### config.mk
export PLATFORM = sky130hd
export DESIGN_NAME = pc_sequencer
export DESIGN_NICKNAME = d
export VERILOG_FILES = /design/src/rtl/cpu_ctrl_pkg.sv /design/src/rtl/pc_next_calc.sv /design/src/rtl/pc_sequencer.sv
export SDC_FILE = /design/constraint.sdc
export NUM_CORES = 1
export LEC_CHECK = 0
export BUFFER_PORTS_ARGS = -buffer_cell sky130_fd_sc_hd__buf_2
export CAP_MARGIN = 20
export CORE_MARGIN = 2
export CORE_UTILIZATION = 38
export CTS_CLUSTER_DIAMETER = 60
export DETAILED_ROUTE_END_ITERATION = 16
export GPL_TIMING_DRIVEN = 0
export HOLD_SLACK_MARGIN = 0.03
export PLACE_DENSITY = 0.69
export SLEW_MARGIN = 20
export SYNTH_ARGS = -nofsm -noshare
export SYNTH_HDL_FRONTEND = slang
export SYNTH_HIERARCHICAL = 1
export SYNTH_SLANG_ARGS = --single-unit
### constraint.sdc
create_clock -name clk -period 7.1 [get_ports clk]
set_clock_uncertainty 0.1 [all_clocks]
set_input_delay 1.065 -clock clk [delete_from_list [all_inputs] [get_ports clk]]
set_output_delay 1.065 -clock clk [all_outputs]
set_load 0.05 [all_outputs]
### src/rtl/cpu_ctrl_pkg.sv
// rtl/cpu_ctrl_pkg.sv - shared types and widths for the run-control sequencer
package cpu_ctrl_pkg;

  localparam int unsigned DEF_PC_W = 10;
  localparam int unsigned CYCLE_W  = 32;

  typedef enum logic [1:0] {
    IDLE = 2'd0,
    RUN  = 2'd1,
    DONE = 2'd2
  } seq_state_t;

endpackage

### src/rtl/pc_next_calc.sv
// rtl/pc_next_calc.sv - combinational next-pc: sequential step, absolute jump or relative branch
module pc_next_calc
  import cpu_ctrl_pkg::*;
#(
  parameter int unsigned PC_W = DEF_PC_W
) (
  input  logic [PC_W-1:0] pc,
  input  logic            branch_taken,
  input  logic            abs_jump,
  input  logic [PC_W-1:0] target,
  input  logic [7:0]      rel_off,
  output logic [PC_W-1:0] next_pc
);

  logic [PC_W-1:0] off_ext;

  // Size-casting a signed value sign-extends; the PC_W-bit add wraps modulo 2**PC_W.
  assign off_ext = PC_W'($signed(rel_off));

  always_comb begin
    next_pc = pc + PC_W'(1);
    if (branch_taken) begin
      next_pc = abs_jump ? target : (pc + off_ext);
    end
  end

endmodule

### src/rtl/pc_sequencer.sv
// rtl/pc_sequencer.sv - program counter owner and IDLE/RUN/DONE run-control FSM with watchdog
module pc_sequencer
  import cpu_ctrl_pkg::*;
#(
  parameter int unsigned PC_W       = DEF_PC_W,
  parameter int unsigned START_ADDR = 0,
  parameter int unsigned PROG_LEN   = 1024,
  parameter int unsigned MAX_CYCLES = 100000
) (
  input  logic               clk,
  input  logic               reset,
  input  logic               start,
  input  logic               stall,
  input  logic               halt_req,
  input  logic               branch_taken,
  input  logic               abs_jump,
  input  logic [PC_W-1:0]    target,
  input  logic [7:0]         rel_off,
  output logic [PC_W-1:0]    pc,
  output logic               instr_valid,
  output logic               busy,
  output logic               done,
  output logic               timeout,
  output logic [CYCLE_W-1:0] cycle_count
);

  localparam logic [PC_W-1:0]    START_PC = PC_W'(START_ADDR);
  localparam logic [PC_W-1:0]    END_PC   = PC_W'(PROG_LEN - 1);
  localparam logic [CYCLE_W-1:0] WD_LAST  = CYCLE_W'(MAX_CYCLES - 1);
  localparam bit                 WD_EN    = (MAX_CYCLES != 0);

  seq_state_t      state;
  logic [PC_W-1:0] next_pc;
  logic            wd_fire;
  logic            at_end;

  pc_next_calc #(.PC_W(PC_W)) u_pc_next_calc (
    .pc           (pc),
    .branch_taken (branch_taken),
    .abs_jump     (abs_jump),
    .target       (target),
    .rel_off      (rel_off),
    .next_pc      (next_pc)
  );

  assign wd_fire     = WD_EN && (cycle_count == WD_LAST);
  assign at_end      = (pc == END_PC);
  assign busy        = (state == RUN);
  assign instr_valid = busy && !stall;

  always_ff @(posedge clk or posedge reset) begin
    if (reset) begin
      state       <= IDLE;
      pc          <= START_PC;
      cycle_count <= '0;
      done        <= 1'b0;
      timeout     <= 1'b0;
    end else begin
      case (state)
        IDLE, DONE: begin
          if (start) begin
            state       <= RUN;
            pc          <= START_PC;
            cycle_count <= '0;
            done        <= 1'b0;
            timeout     <= 1'b0;
          end
        end
        RUN: begin
          if (cycle_count != '1) cycle_count <= cycle_count + CYCLE_W'(1);
          // Watchdog beats stall, halt and branch alike; stall masks halt and branch.
          if (wd_fire) begin
            state   <= DONE;
            done    <= 1'b1;
            timeout <= 1'b1;
          end else if (!stall) begin
            if (halt_req) begin
              state <= DONE;
              done  <= 1'b1;
            end else if (branch_taken || !at_end) begin
              pc <= next_pc;
            end else begin
              state <= DONE;
              done  <= 1'b1;
            end
          end
        end
        default: state <= IDLE;
      endcase
    end
  end

endmodule

==> impl_metrics.tcl <==
set metrics [dict create \
    die-width_um 95.4 \
    rsz0062_at_grt "no" \
    vdd_drop_max_v 0.000180 \
    synth-main-ff-cell "dfrtp_1" \
    synth-edff-count 0 \
    cts_max_path_buffers 2 \
    first_pass_iters 5 \
    yosysSeqAreaShare_pct 36.2 \
    required_ps 5930 \
    area_growth_pct 19.3 \
    finalSetupViolations 0 \
    criticalPathCategory "reg2out" \
    cp_top_family "buffers and inverters" \
    hp-class "reg2reg" \
    htree_levels 2 \
    drt_wl_total_mm 8.78 \
    yosys_warnings 6 \
    min_period_ps 3140 \
    fin_crit_sh_pct 44.2 \
    gr-total-overflow 0 \
    die_area_sq_mm 0.00910 \
    wl_per_cell_um 15.8 \
    clock-root-buffer "clkbuf_8" \
    worst_pin_slew_ps 677 \
    synth_compound_gate_area_share_pct 21.7 \
    hold_depth 2 \
    path_clk_slew_ps 80 \
    critPathMaxFanout 10 \
    crit_path_frequent_cell "clkbuf_1" \
    drt_iter0_markers 325 \
    worst-path-buf-inv 4 \
    power_leakage_nw 1.77 \
    fin_ws_ps 3960 \
    rr_startpoint "cycle_count[23]$_DFFE_PP0P_" \
    postCtsSetupRepairBufs 0 \
    synth-seq-cells 46 \
    slew_violations 0 \
    drive_gt1_share_pct 20.7 \
    yosys.cell_types.count 53 \
    antenna_found_initial 0 \
    status "complete, no violations" \
    die_h_um 95.4 \
    antenna_cells 0 \
    vias 3152 \
    fmax_mhz 318 \
    synth_top_family_by_area "simple AND/OR/NAND/NOR gates" \
    synth_fa_ha_area_share_pct 4.96 \
    fin_util_pct 46.3 \
    gp_congestion 0.844 \
    slew_headroom_pct 54.6 \
    hold_path_end "timeout$_DFFE_PP0P_" \
    postRouteAntennaNets 0 \
    numPortBuffers 70 \
    synth.area.top_cells "dfrtp_1 (36%), nand2_1 (5.3%), o21ai_0 (5.0%), a21oi_1 (4.4%), ha_1 (4.3%)" \
    core_area_sq_mm 0.00818 \
    grt_pass1_vias 2798 \
    cts.sinks 46 \
    syn_nets 408 \
    cts_tree "built" \
    pre_cts_ws_ps 3760 \
    grt_pass1_wl_mm 14.2 \
    floorplan.rows 33 \
    synth-async-reset-ratio_pct 100 \
    crit_path_end_kind "output port" \
    layout.cells.non_filler 555 \
    io_pins 71 \
    reg2reg_depth 8 \
    powerDensity_mw_per_mm2 313 \
    slowest_delay_ps 450 \
    dpl-instance-area_sq_mm 0.00368 \
    initial_core_util_pct 38.8 \
    synth_mux_area_share_pct 3.15 \
    slowest_stage "clkbuf_1" \
    cts_resized 0 \
    postSynthAreaPerCell_sq_um 8.56 \
    grt_max_degree 28 \
    dp.cells 547 \
    yosys.area_share.simple_pct 25.8 \
    layout.cells.most_common "buf_2" \
    post-synth-top-area-fraction_pct 36.2 \
    setup_tns_ps 0 \
    r2r_end "cycle_count[13]$_DFFE_PP0P_" \
    avgViaCountPerCell 5.68 \
    track_usage_pct 19.9 \
    syn_inst 371 \
    numCtsBuffers 5 \
    min_from "timeout$_DFFE_PP0P_" \
    drc 0 \
    hold_viol 0 \
    layout_common_cells "buf_2 (72), dfrtp_1 (46), nand2_1 (45)" \
    synth_area_leader_cell "dfrtp_1" \
    path_cells "nand2b_1 -> clkbuf_1 -> inv_1 -> clkbuf_1 -> buf_2" \
    fin_area_sq_mm 0.00379 \
    worst_ep_arrival_time_ps 1980 \
    r2r_setup_slack_ps 4330 \
    synth_xor_area_share_pct 5.52 \
    maxCapViolCount 0 \
    hold_buffers 0 \
    syn_area_sq_mm 0.00318 \
    nets 486 \
    hpwl_mm 6.48 \
    insertion_delay_ps 310 \
    worstSetupStartpointType "flop" \
]
## synth_stat cells, types with 2 or more instances
library cell,number
and3_1,6
a22o_1,10
nor2_1,32
or4_1,3
ha_1,11
o21ai_0,32
a41oi_1,3
or3_1,6
xor2_1,5
nand2_1,45
buf_2,2
o21ai_1,6
nor4_1,5
o41ai_1,4
o21bai_1,2
nand2b_1,2
inv_1,8
a21o_1,5
nand4_1,14
a21oi_1,28
a31oi_1,5
xnor2_1,15
mux2i_1,10
dfrtp_1,46
o21a_1,2
or2_1,4
o31ai_1,5
clkbuf_1,9
nor3_1,4
nand4b_1,2
nand3b_1,2
and2_1,3
nand3_1,15
## worst min-delay path, stage by stage (launching register included)
cell and delay, ps:
dfrtp_1 350, a21oi_1 40, nor2_1 70
## where the power goes
| part | leakage, nW | switching, mW | internal, mW |
|---|---|---|---|
| clock | 0.0575 | 0.0908 | 0.0984 |
| combinational | 1.08 | 0.438 | 0.191 |
| sequential | 0.631 | 0.0684 | 0.300 |
## layout make-up
cell class	instances	area, sq um
Tap cell	105	131
Fill cell	818	4390
Multi-Input combinational cell	305	1940
Timing Repair Buffer	71	370
Sequential cell	46	1150
Clock buffer	8	110
Inverter	8	30.0
Buffer	12	51.3
## per-layer routing
metal / vias to the layer above / track usage (%) / share of wire [%]
met5: - / 0 / 0
met4: 0 / 5.83 / 1.9
met3: 14 / 2.69 / 5.9
met2: 118 / 29.8 / 44
met1: 1472 / 29.9 / 48
li1: 1548 / - / -
## per-stage QoR
stage	hold slack, ps	power [mW]
6_report	397	1.19
3_5_place_dp	381	0.994
5_1_grt	453	1.27
2_1_floorplan	383	0.826
4_1_cts	402	1.19
3_3_place_gp	363	0.985
## registers in the layout, summed over array words and instances, names as in the netlist
name,count
done,1
timeout,1
state,2
pc,10
cycle_count,32
## worst max path at each step
stage / startpoint / to / slack [ps] / depth (start not counted)
global placement: rel_off[0] / pc[8]$_DFFE_PP0P_ / 3830 / 10
detailed placement: rel_off[0] / pc[8]$_DFFE_PP0P_ / 3760 / 10
global route: state[1]$_DFFE_PP0P_ / busy / 3800 / 5
floorplan: rel_off[0] / pc[8]$_DFFE_PP0P_ / 4130 / 9
finish: state[1]$_DFFE_PP0P_ / busy / 3960 / 5
CTS: state[1]$_DFFE_PP0P_ / busy / 3990 / 5
## logic make-up (layout without fill, tap and decap cells)
logic type / after synthesis / after routing
adders and majority gates: 12 / 12
buffers and inverters: 20 / 99
and+or+nand+nor: 153 / 153
muxes: 10 / 10
xor gates and xnor gates: 20 / 20
DFF: 46 / 46
AOI/OAI and AO/OA: 110 / 110
Note: power is estimated with default switching activity, not from simulation.
